## src/rtl/mem_arbiter_pkg.sv

```systemverilog
// Shared encodings and constants for the IF/MEM single-port RAM arbiter.
package mem_arbiter_pkg;

  localparam logic [1:0] LenByte = 2'b00;
  localparam logic [1:0] LenHalf = 2'b01;
  localparam logic [1:0] LenWord = 2'b10;

  localparam logic [31:0] ZeroWord = '0;
  localparam logic [7:0]  Zero8    = '0;

  typedef enum logic [1:0] {
    StIdle,
    StXfer,
    StDone
  } state_t;

  typedef enum logic {
    OwnIF,
    OwnMEM
  } owner_t;

  // Length code 2'b11 is treated as a full word.
  function automatic logic [2:0] len_to_nbytes(input logic [1:0] len);
    case (len)
      LenByte: return 3'd1;
      LenHalf: return 3'd2;
      LenWord: return 3'd4;
      default: return 3'd4;
    endcase
  endfunction

endpackage

```

## src/rtl/mem_arbiter_byte_lane.sv

```systemverilog
// Byte-index insert (read assembly) and extract (write disassembly) mux.
module mem_byte_lane
  import mem_arbiter_pkg::*;
#(
  parameter int unsigned DATA_W = 32
) (
  input  logic [DATA_W-1:0] i_word,
  input  logic [7:0]        i_byte,
  input  logic [1:0]        i_ins_idx,
  output logic [DATA_W-1:0] o_word,
  input  logic [DATA_W-1:0] i_sel_word,
  input  logic [1:0]        i_sel_idx,
  output logic [7:0]        o_sel_byte
);

  always_comb begin
    o_word = i_word;
    o_word[{i_ins_idx, 3'b000} +: 8] = i_byte;
  end

  always_comb begin
    o_sel_byte = Zero8;
    o_sel_byte = i_sel_word[{i_sel_idx, 3'b000} +: 8];
  end

endmodule

```

## src/rtl/mem_arbiter.sv

```systemverilog
// Arbiter/sequencer for the shared 8-bit RAM port: MEM has priority over IF,
// requests are serialised into byte accesses over a little-endian 32-bit word.
module mem_arbiter
  import mem_arbiter_pkg::*;
#(
  parameter int unsigned ADDR_W = 32,
  parameter int unsigned DATA_W = 32
) (
  input  logic              clk,
  input  logic              rst,
  input  logic              rdy,
  input  logic              if_req_i,
  input  logic [ADDR_W-1:0] if_addr_i,
  output logic              if_done_o,
  output logic [DATA_W-1:0] if_inst_o,
  input  logic              flush_i,
  input  logic              mem_req_i,
  input  logic              mem_wr_i,
  input  logic [1:0]        mem_len_i,
  input  logic [ADDR_W-1:0] mem_addr_i,
  input  logic [DATA_W-1:0] mem_wdata_i,
  output logic              mem_done_o,
  output logic [DATA_W-1:0] mem_rdata_o,
  output logic              if_busy_o,
  output logic              mem_busy_o,
  input  logic [7:0]        ram_din_i,
  output logic [7:0]        ram_dout_o,
  output logic [ADDR_W-1:0] ram_a_o,
  output logic              ram_wr_o
);

  state_t            r_state,  w_state_nx;
  owner_t            r_owner,  w_owner_nx;
  logic [ADDR_W-1:0] r_base,   w_base_nx;
  logic [2:0]        r_nbytes, w_nbytes_nx;
  logic              r_wr,     w_wr_nx;
  logic [DATA_W-1:0] r_wdata,  w_wdata_nx;
  logic [DATA_W-1:0] r_rdata,  w_rdata_nx;
  logic [2:0]        r_cnt,    w_cnt_nx;

  logic [DATA_W-1:0] w_ins_word;
  logic [7:0]        w_sel_byte;
  logic [1:0]        w_ins_idx;
  logic [ADDR_W-1:0] w_ram_a;
  logic [7:0]        w_ram_dout;
  logic              w_ram_wr;

  // Read byte arriving at cnt belongs to the address issued at cnt-1.
  assign w_ins_idx = r_cnt[1:0] - 2'd1;

  mem_byte_lane #(
    .DATA_W(DATA_W)
  ) u_lane (
    .i_word    (r_rdata),
    .i_byte    (ram_din_i),
    .i_ins_idx (w_ins_idx),
    .o_word    (w_ins_word),
    .i_sel_word(r_wdata),
    .i_sel_idx (r_cnt[1:0]),
    .o_sel_byte(w_sel_byte)
  );

  always_comb begin
    w_state_nx  = r_state;
    w_owner_nx  = r_owner;
    w_base_nx   = r_base;
    w_nbytes_nx = r_nbytes;
    w_wr_nx     = r_wr;
    w_wdata_nx  = r_wdata;
    w_rdata_nx  = r_rdata;
    w_cnt_nx    = r_cnt;
    w_ram_a     = '0;
    w_ram_dout  = Zero8;
    w_ram_wr    = 1'b0;

    case (r_state)
      StIdle: begin
        if (mem_req_i) begin
          w_owner_nx  = OwnMEM;
          w_base_nx   = mem_addr_i;
          w_nbytes_nx = len_to_nbytes(mem_len_i);
          w_wr_nx     = mem_wr_i;
          w_wdata_nx  = mem_wdata_i;
          w_rdata_nx  = ZeroWord;
          w_cnt_nx    = '0;
          w_state_nx  = StXfer;
        end else if (if_req_i && !flush_i) begin
          w_owner_nx  = OwnIF;
          w_base_nx   = if_addr_i;
          w_nbytes_nx = 3'd4;
          w_wr_nx     = 1'b0;
          w_wdata_nx  = ZeroWord;
          w_rdata_nx  = ZeroWord;
          w_cnt_nx    = '0;
          w_state_nx  = StXfer;
        end
      end

      StXfer: begin
        w_ram_a  = r_base + ADDR_W'(r_cnt);
        w_cnt_nx = r_cnt + 3'd1;
        if (r_owner == OwnIF && flush_i) begin
          w_state_nx = StIdle;
        end else if (r_wr) begin
          w_ram_wr   = 1'b1;
          w_ram_dout = w_sel_byte;
          if (r_cnt == r_nbytes - 3'd1) w_state_nx = StDone;
        end else begin
          if (r_cnt != 3'd0) w_rdata_nx = w_ins_word;
          if (r_cnt == r_nbytes) w_state_nx = StDone;
        end
      end

      StDone: w_state_nx = StIdle;

      default: w_state_nx = StIdle;
    endcase
  end

  always_ff @(posedge clk) begin
    if (rst) begin
      r_state  <= StIdle;
      r_owner  <= OwnIF;
      r_base   <= '0;
      r_nbytes <= 3'd4;
      r_wr     <= 1'b0;
      r_wdata  <= ZeroWord;
      r_rdata  <= ZeroWord;
      r_cnt    <= '0;
    end else if (rdy) begin
      r_state  <= w_state_nx;
      r_owner  <= w_owner_nx;
      r_base   <= w_base_nx;
      r_nbytes <= w_nbytes_nx;
      r_wr     <= w_wr_nx;
      r_wdata  <= w_wdata_nx;
      r_rdata  <= w_rdata_nx;
      r_cnt    <= w_cnt_nx;
    end
  end

  // Done is qualified by rdy so a frozen DONE state still yields one pulse.
  assign if_done_o   = rdy && (r_state == StDone) && (r_owner == OwnIF);
  assign mem_done_o  = rdy && (r_state == StDone) && (r_owner == OwnMEM);
  assign if_busy_o   = if_req_i  & ~if_done_o;
  assign mem_busy_o  = mem_req_i & ~mem_done_o;
  assign if_inst_o   = r_rdata;
  assign mem_rdata_o = r_rdata;
  assign ram_a_o     = w_ram_a;
  assign ram_dout_o  = w_ram_dout;
  assign ram_wr_o    = w_ram_wr & rdy;

endmodule

```

## config.mk

```make
export PLATFORM = sky130hd
export DESIGN_NAME = mem_arbiter
export DESIGN_NICKNAME = d
export VERILOG_FILES = /design/src/rtl/mem_arbiter_pkg.sv /design/src/rtl/mem_arbiter_byte_lane.sv /design/src/rtl/mem_arbiter.sv
export SDC_FILE = /design/constraint.sdc
export NUM_CORES = 1
export LEC_CHECK = 0
export BUFFER_PORTS_ARGS = -buffer_cell sky130_fd_sc_hd__buf_4
export CAP_MARGIN = 25
export CORE_ASPECT_RATIO = 1.4
export CORE_MARGIN = 1.5
export CORE_UTILIZATION = 45
export CTS_BUF_LIST = sky130_fd_sc_hd__clkbuf_16
export DETAILED_ROUTE_END_ITERATION = 16
export PLACE_DENSITY = 0.78
export SLEW_MARGIN = 15
export SYNTH_ARGS = -nofsm -noshare
export SYNTH_HDL_FRONTEND = slang
export SYNTH_HIERARCHICAL = 1
export SYNTH_SLANG_ARGS = --single-unit
```

## constraint.sdc

```tcl
create_clock -name clk -period 2.4 [get_ports clk]
set_input_delay 0.36 -clock clk [delete_from_list [all_inputs] [get_ports clk]]
set_output_delay 0.36 -clock clk [all_outputs]
set_load 0.1 [all_outputs]
```

==> qor.yml, run 1 <==
run_status:
  status: "finished, violations left"
  violations: "negative setup slack"
sta:
  finalCritPeriodShare_pct: 123
  tightest_slew_ns: 0.485
  clock_skew_ns: 0.00905
  finalHoldViolCount: 0
  layout_setup_ws_ns: -0.542
  min_period_ns: 2.94
  max_freq_ghz: 0.340
  maxSlewViolCount: 0
  setup_violations: 29
  slew_headroom_pct: 67.6
  rsz0062_at_grt: "yes"
critical_path:
  crit_type: "flip-flop to output port"
  worstPathArrival_ns: 2.58
  cp-start-kind: "flip-flop"
  slowest_delay_ns: 0.38
  critical_path_buf_inv_count: 4
  cp_cell_sequence: "ha_4 > inv_2 > fa_2 > nor2b_4 > o211ai_4 > buf_6 > o31ai_2 > buf_4 > a21oi_4 > buf_12"
  crit_fanout: 5
  cp.required_ns: 2.04
  worst_path_max_delay_cell: "o31ai_2"
  cp-end-kind: "output port"
  cp_top_family: "compound AO/OA/AOI/OAI gates"
clocking:
  clockRootBuffer: "clkbuf_16"
  clkLatencyLatePin_ns: 0.34
  cts.clk_slew.worst_paths_ns: 0.07
  holdBufCountCts: 0
  cts_tree: "yes"
  cts_buffers: 9
  ctsHtreeMaxLevel: 3
  clockBufferDepth: 2
  numClockSinks: 106
floorplanning:
  dieArea_mm2: 0.0141
  coreArea_mm2: 0.0129
  ios: 222
  die_x_um: 101
  num_rows: 49
  die_h_um: 140
  start_util_pct: 46.5
layout:
  diodes: 0
  nFillCells: 882
  final_cell_mix: "buf_4, dfxtp_1, a22o_1"
  synthToLayoutAreaGrowth_pct: 57.2
  fin_util_pct: 73.1
  drive_gt1_share_pct: 50.1
  nets: 1012
  final_common_cell: "buf_4"
job:
  maxCapViolations: 0
power:
  power_density_mw_per_mm2: 468
  power.share.sequential_pct: 43.1
  peakVddDrop_mv: 0.344
  intPower_uw: 3040
  swShare_pct: 31.2
  total_power_uw: 4420
  clock_power_share_pct: 32.2
  power.switching_uw: 1380
  p_comb_share_pct: 24.7
  leakagePower_uw: 0.00398
route:
  antenna_left: 0
  vias: 6268
  avgRoutedWirePerCell_um: 19.6
  viasPerCell: 5.86
  drt_pre_antenna_iters: 5
  drc: 0
  wirelength_mm: 21.0
  first_iter_violations: 298
synthesis:
  synth-edff-count: 0
  ys.flop_type: "dfxtp_1"
  synth_fa_ha_area_share_pct: 2.62
  synth_top_family_by_area: "compound AO/OA/AOI/OAI gates"
  synth-xor-area-share_pct: 2.27
  synth-simple-area-share_pct: 15.2
  syn_nets: 773
  synth_mux_area_share_pct: 10.5
  syn_area_mm2: 0.00602
  postSynthCellCount: 648
  synth_compound_area_share_pct: 24.4
  post_synth_num_cell_types: 58
  ys_seq_area_share_pct: 35.3
  synthArstFlopShare_pct: 0
  synth-warning-count: 6
  avgSynthCellArea_um2: 9.29
  ys_ff_latch: 106
grt:
  grt_max_degree: 69
  first_global_vias: 6102
  overflow: 0
  groute.usage.overall_pct: 26.8
  grt_pass1_wl_mm: 30.3
  antenna_found_initial: 0
place:
  port_buffers: 221
  dp_slack_ns: -0.150
  globalplace.congestion: 0.962
  hpwl_mm: 13.5
worst_hold_path:
  min_path_type: "input port to flip-flop"
==> through the flow <==
| stage | instances | TNS, ns | hold WS [ns] | area, µm² |
|---|---|---|---|---|
| 2_1_floorplan | 648 | -6.68 | 0.437 | 6460 |
| 3_3_place_gp | 1030 | -0.551 | 0.452 | 8370 |
| 3_5_place_dp | 1030 | -0.947 | 0.453 | 8370 |
| 4_1_cts | 1057 | -7.15 | 0.204 | 9140 |
| 5_1_grt | 1070 | -12.55 | 0.220 | 9460 |
| 6_report | 1070 | -7.51 | 0.209 | 9460 |
==> worst paths after layout <==
check,startpoint,end,slack [ns],depth (start not counted)
max,r_cnt[0]$_SDFFE_PP0P_,ram_a_o[22],-0.54,10
min,mem_len_i[0],r_nbytes[0]$_SDFFE_PP0P_,0.21,2
max reg2reg,r_cnt[0]$_SDFFE_PP0P_,if_inst_o[19]$_SDFFE_PP0P_,0,9
min reg2reg,r_wdata[7]$_SDFFE_PP0P_,r_wdata[7]$_SDFFE_PP0P_,0.48,1
==> synth_stat cells, drive strengths merged, types with 4 or more instances <==
master / number / share of area, %
and3: 12 / 1.2
a32o: 23 / 3.8
nand2: 31 / 2.0
and4: 6 / 0.91
o22ai: 8 / 1.7
inv: 26 / 1.6
mux4: 8 / 3.0
a22o: 57 / 8.3
a211oi: 32 / 4.0
or4: 16 / 2.0
nand2b: 5 / 0.52
dfxtp: 106 / 35
o21ai: 5 / 0.42
ha: 11 / 2.3
nand4: 8 / 0.94
xor2: 9 / 1.3
clkbuf: 27 / 1.7
mux2i: 45 / 7.5
nor2: 47 / 2.9
xnor2: 4 / 0.58
o31ai: 16 / 2.0
nor2b: 9 / 0.94
nand3: 18 / 1.5
a21oi: 25 / 2.1
buf: 59 / 6.4
==> metal layers <==
| layer | track usage (%) | share of wire [%] | vias to the layer above |
|---|---|---|---|
| met1 | 29.7 | 36 | 2987 |
| met2 | 49.1 | 53 | 318 |
| met3 | 5.32 | 7.6 | 66 |
| li1 | - | - | 2897 |
| met5 | 0 | 0 | - |
| met4 | 10.8 | 3.7 | 0 |
==> registers in the layout (all words and copies together) (netlist names) <==
register   flops
if_inst_o     32
r_base        32
r_wdata       32
r_cnt          3
r_nbytes       3
r_state        2
r_owner        1
r_wr           1
==> logic make-up (layout without fill, tap and decap cells) <==
group / after synthesis / in the layout
compound gates: 180 / 181
xor+xnor: 14 / 14
fa+ha+maj: 12 / 12
buf+inv: 113 / 354
flops: 106 / 106
mux: 53 / 53
simple gates: 170 / 172
==> cell type report <==
cell class | count | area [µm²] | area share (%)
Clock inverter | 7 | 66.3 | 0.701
Tap cell | 178 | 223 | 2.35
Inverter | 27 | 101 | 1.07
Sequential cell | 106 | 2140 | 22.7
Multi-Input combinational cell | 432 | 3960 | 41.8
Timing Repair Buffer | 311 | 2750 | 29.0
Clock buffer | 9 | 225 | 2.38
==> timing repair <==
item / 4_1_cts / 5_1_grt
pin swaps: 9 / 27
cloned: 3 / 0
endpoints found under the hold margin: 0 / 0
endpoints found under the setup margin: 33 / 62
gates resized for setup: 95 / 47
setup buffers: 8 / 15
==> power by group through the flow <==
| stage | Sequential, µW | Combinational, µW | Clock [µW] |
|---|---|---|---|
| CTS | 1900 | 1040 | 1460 |
| detailed placement | 1940 | 986 | 0 |
| global placement | 1930 | 962 | 0 |
| finish | 1910 | 1090 | 1420 |
| global route | 1920 | 1160 | 1530 |
| floorplan | 1940 | 600 | 0 |
==> worst reg2reg max path, delay by kind of cell, from the launching register on <==
family,cells,cell delay [ns]
AO/OA/AOI/OAI,2,0.28
AND/OR/NAND/NOR,1,0.58
adder cells (fa/ha/maj),2,0.64
flip-flops,1,0.36
buffers and inverters,4,0.49
No activity file was read; power rests on OpenSTA's default activity.
==> run 2, diff against run 1 <==
- SETUP_SLACK_MARGIN: unset -> 0.4
==> qor.yml, run 2 (synthesized netlist as in run 1, its figures left out) <==
run_status:
  status: "finished, violations left"
  violations: "negative setup slack"
floorplanning:
  coreArea_mm2: 0.0129  # unchanged
  start_util_pct: 46.5  # unchanged
  die_x_um: 101  # unchanged
  dieArea_mm2: 0.0141  # unchanged
  ios: 222  # unchanged
  num_rows: 49  # unchanged
  die_h_um: 140  # unchanged
place:
  globalplace.congestion: 0.896  # -6.9%
  post_dp_cell_area_mm2: 0.00835  # -0.24%
  placed_cells: 1018  # -1.2%
  port_buffers: 221  # unchanged
  hpwl_mm: 13.5  # -0.10%
clocking:
  cts_buffers: 9  # unchanged
  clockBufferDepth: 2  # unchanged
  numClockSinks: 106  # unchanged
  ctsHtreeMaxLevel: 3  # unchanged
  cts_tree: "yes"
  clkLatencyLatePin_ns: 0.35  # about the same
  clockRootBuffer: "clkbuf_16"
  cts.clk_slew.worst_paths_ns: 0.07  # about the same
power:
  peakVddDrop_mv: 0.383  # +11%
  leakagePower_uw: 0.00392  # -1.3%
  power_density_mw_per_mm2: 473  # +1.0%
route:
  drc: 0  # unchanged
  viasPerCell: 5.83  # -0.41%
  first_iter_violations: 278  # -6.7%
  avgRoutedWirePerCell_um: 19.1  # -2.6%
  vias: 6137  # -2.1%
  wirelength_mm: 20.1  # -4.2%
  antenna_left: 0  # unchanged
  drt_pre_antenna_iters: 5  # unchanged
grt:
  overflow: 0  # unchanged
  groute.usage.overall_pct: 28.3  # +1.5 points
  antenna_found_initial: 0  # unchanged
  grt_max_degree: 66  # -4.3%
  first_global_vias: 6264  # +2.7%
  grt_pass1_wl_mm: 31.7  # +4.4%
layout:
  final_cell_area_mm2: 0.00965  # +2.0%
  synthToLayoutAreaGrowth_pct: 60.3
  fin_util_pct: 74.6  # +1.5 points
  finish.cell_count_without_fillers: 1052  # -1.7%
  diodes: 0  # unchanged
  nets: 995  # -1.7%
  drive_gt1_share_pct: 50.7  # +0.57 points
  final_cell_mix: "buf_4, dfxtp_1, a22o_1"
  final_common_cell: "buf_4"
sta:
  max_freq_ghz: 0.352  # +3.4%
  slew_headroom_pct: 62.9  # -4.7 points
  min_period_ns: 2.84  # -0.0968 ns
  hold_ws_ns: 0.192  # -0.0171 ns
  setup_violations: 27  # -6.9%
  finalCritPeriodShare_pct: 119  # -4.0 points
  rsz0062_at_grt: "yes"
  finalHoldViolCount: 0  # unchanged
  maxSlewViolCount: 0  # unchanged
  clock_skew_ns: 0.00795  # -0.00110 ns
  tightest_slew_ns: 0.556  # +0.0712 ns
  layout_setup_ws_ns: -0.445  # +0.0968 ns
critical_path:
  critical_path_buf_inv_count: 3  # -1
  crit_type: "flip-flop to output port"
  crit_fanout: 12  # +7
  cp_cell_sequence: "ha_4 > inv_2 > fa_2 > nor2b_4 > o211ai_4 > buf_4 > or3_4 > a21oi_4 > buf_12"
  cp-start-kind: "flip-flop"
  worstPathArrival_ns: 2.48  # -0.10 ns
  cp_top_family: "adder cells"
  worst_path_max_delay_cell: "dfxtp_2"
  cp.required_ns: 2.04  # about the same
  cp-end-kind: "output port"
  slowest_delay_ns: 0.36  # -0.02 ns
job:
  maxCapViolations: 0  # unchanged
worst_hold_path:
  min_path_type: "input port to flip-flop"
## run 2: area by class of cell
cell class	instances	area [µm²]
multi-input combinational	431	4040
inverter	27	125
clock buffer	9	225
fill	864	3280
timing repair buffer	295	2830
clock inverter	6	75.1
sequential	106	2140
tap	178	223
## run 2: worst paths after layout
| check | end | cells after the start | slack [ns] | startpoint |
|---|---|---|---|---|
| min reg2reg | r_wdata[30]$_SDFFE_PP0P_ | 1 | 0.47 | r_wdata[30]$_SDFFE_PP0P_ |
| max | ram_a_o[12] | 9 | -0.44 | r_base[0]$_SDFFE_PP0P_ |
| max reg2reg | if_inst_o[23]$_SDFFE_PP0P_ | 10 | 0.19 | r_cnt[0]$_SDFFE_PP0P_ |
| min | r_nbytes[0]$_SDFFE_PP0P_ | 2 | 0.19 | mem_len_i[0] |
## run 2: through the flow
step | total power, µW | TNS [ns] | worst slack (ns)
2_1_floorplan | 2570 | -1.79 | -0.217
3_3_place_gp | 2900 | -0.319 | -0.0624
3_5_place_dp | 2930 | -0.794 | -0.149
4_1_cts | 4550 | -7.18 | -0.412
5_1_grt | 4740 | -10.06 | -0.531
6_report | 4560 | -7.85 | -0.445
## run 2: power by group
part	switching [µW]	total (µW)	internal, µW
Clock	681	1500	818
Sequential	66.7	1910	1840
Combinational	633	1150	518
Total	1380	4560	3180
## run 2: timing repair
action                                  in CTS  in global routing
gates resized for setup                    177                 22
pin swaps                                   41                 13
buffers inserted                            12                  4
endpoints found under the setup margin      74                 73
cloned                                       3                  0
hold buffers                                 0                  0
## run 2: per-layer routing
layer,global-route usage (%),share of wire (%),up-vias
met5,0,0,-
met4,12.8,2.9,0
met3,4.97,5.9,57
met2,51.2,54,278
met1,31.7,37,2941
li1,-,-,2861
## run 2: worst register-to-register path: stages, from the launching register on
cell and delay [ns]:
dfxtp_4 0.36, buf_6 0.12, buf_12 0.15, clkinv_8 0.06, ha_4 0.22, inv_4 0.07
inv_6 0.04, ha_4 0.27, or4b_4 0.57, o22ai_4 0.15, a32o_1 0.14
==> run 3, diff against run 2 <==
- CORE_ASPECT_RATIO: 1.4 -> 1.25
==> qor.yml, run 3 (synthesized netlist as in run 1, its figures left out) <==
run_status:
  status: "finished, violations left"
  violations: "negative setup slack"
layout:
  final_common_cell: "buf_4"
  final_cell_mix: "buf_4, dfxtp_1, a22o_1"
  drive_gt1_share_pct: 50.2  # -0.52 points
  nets: 995  # unchanged
  nFillCells: 880  # +1.9%
  diodes: 0  # unchanged
  synthToLayoutAreaGrowth_pct: 60.2  # about the same
critical_path:
  slowest_delay_ns: 0.36  # about the same
  cp_cell_sequence: "ha_4 > inv_2 > fa_2 > nor2b_4 > o211ai_4 > buf_4 > or3_1 > a21oi_4 > buf_12"
  cp.required_ns: 2.04  # about the same
  worst_path_max_delay_cell: "dfxtp_2"
  critical_path_buf_inv_count: 3  # unchanged
  worstPathArrival_ns: 2.45  # -0.03 ns
  crit_type: "flip-flop to output port"
  cp_top_family: "simple AND/OR/NAND/NOR gates"
  cp-start-kind: "flip-flop"
  cp-end-kind: "output port"
  crit_fanout: 13  # +1
sta:
  slew_headroom_pct: 59.5  # -3.5 points
  layout_setup_ws_ns: -0.408  # +0.0365 ns
  hold_ws_ns: 0.212  # +0.0203 ns
  max_freq_ghz: 0.356  # +1.3%
  min_period_ns: 2.81  # -0.0365 ns
  maxSlewViolCount: 0  # unchanged
  finalCritPeriodShare_pct: 117  # -1.5 points
  clock_skew_ns: 0.00682  # -0.00113 ns
  tightest_slew_ns: 0.608  # +0.0522 ns
  setup_violations: 28  # +3.7%
  rsz0062_at_grt: "yes"
  finalHoldViolCount: 0  # unchanged
grt:
  first_global_vias: 6335  # +1.1%
  groute.usage.overall_pct: 27.3  # -0.97 points
  grt_pass1_wl_mm: 31.0  # -2.1%
  antenna_found_initial: 0  # unchanged
  overflow: 0  # unchanged
  grt_max_degree: 66  # unchanged
floorplanning:
  start_util_pct: 45.7  # -0.84 points
  dieArea_mm2: 0.0141  # about the same
  die_h_um: 132  # -5.4%
  num_rows: 47  # -4.1%
  ios: 222  # unchanged
  die_x_um: 106  # +5.7%
  coreArea_mm2: 0.0132  # +1.8%
route:
  antenna_left: 0  # unchanged
  viasPerCell: 5.91  # +1.3%
  drc: 0  # unchanged
  drt_pre_antenna_iters: 6  # +1
  avgRoutedWirePerCell_um: 19.3  # +1.1%
  wirelength_mm: 20.2  # +0.52%
  first_iter_violations: 318  # +14%
  vias: 6179  # +0.68%
clocking:
  holdBufCountCts: 0  # unchanged
  ctsHtreeMaxLevel: 3  # unchanged
  cts.clk_slew.worst_paths_ns: 0.07  # about the same
  numClockSinks: 106  # unchanged
  clkLatencyLatePin_ns: 0.34  # about the same
  clockBufferDepth: 2  # unchanged
  cts_buffers: 9  # unchanged
  clockRootBuffer: "clkbuf_16"
  cts_tree: "yes"
power:
  peakVddDrop_mv: 0.401  # +4.9%
  total_power_uw: 4860  # +6.6%
  leakagePower_uw: 0.00392  # about the same
  power_density_mw_per_mm2: 504  # +6.7%
place:
  dp_slack_ns: -0.113  # +0.0367 ns
  port_buffers: 221  # unchanged
  globalplace.congestion: 0.917  # +2.4%
  hpwl_mm: 13.6  # +0.58%
worst_hold_path:
  min_path_type: "input port to flip-flop"
job:
  maxCapViolations: 0  # unchanged
## run 3: cell count changes in the layout (fill, tap and decap cells not counted), sizes merged
cell      before  now
inv           26   28
clkinvlp       2    0
clkinv         4    2
bufinv         1    4
## run 3: stage by stage
| stage | area [µm²] | utilization [%] | std cells | TNS, ns |
|---|---|---|---|---|
| finish | 9640 | 73.2 | 1046 | -7.56 |
| global route | 9640 | 73.2 | 1046 | -9.61 |
| CTS | 9440 | 71.7 | 1038 | -6.51 |
| detailed placement | 8400 | 63.8 | 1017 | -0.625 |
| global placement | 8400 | 63.8 | 1017 | -0.300 |
| floorplan | 6550 | - | 648 | -1.79 |
## run 3: routing by layer
layer  up-vias  global-route usage (%)  wire (µm)
li1       2852                       -          -
met1      2971                    30.1       7410
met2       309                    50.6      10900
met3        47                    4.94       1300
met4         0                    12.1        531
met5         -                       0          0
## run 3: cell type report
cell class / count / area, µm² / area share (%)
Clock buffer: 9 / 225 / 2.34
Clock inverter: 7 / 146 / 1.52
Inverter: 27 / 114 / 1.18
Multi-Input combinational cell: 431 / 3970 / 41.2
Sequential cell: 106 / 2140 / 22.2
Tap cell: 171 / 214 / 2.22
Timing Repair Buffer: 295 / 2830 / 29.4
## run 3: path summary, 6_finish.rpt
path	startpoint	to	slack [ns]	cells after the start
worst max-delay path	r_base[0]$_SDFFE_PP0P_	ram_a_o[12]	-0.41	9
worst min-delay path	mem_len_i[0]	r_nbytes[0]$_SDFFE_PP0P_	0.21	2
worst max register to register	r_cnt[0]$_SDFFE_PP0P_	if_inst_o[19]$_SDFFE_PP0P_	0.12	11
worst min register to register	r_wdata[21]$_SDFFE_PP0P_	r_wdata[21]$_SDFFE_PP0P_	0.47	1
## run 3: timing repair
item / in CTS / in global routing
resized for setup: 148 / 34
gates cloned: 3 / 1
pin swaps: 21 / 22
setup buffers: 2 / 7
setup endpoints to repair: 74 / 73
## run 3: power breakdown
group	total, µW	switching, µW	internal, µW
sequential	1900	62.7	1840
clock	1820	681	1140
combinational	1140	635	505
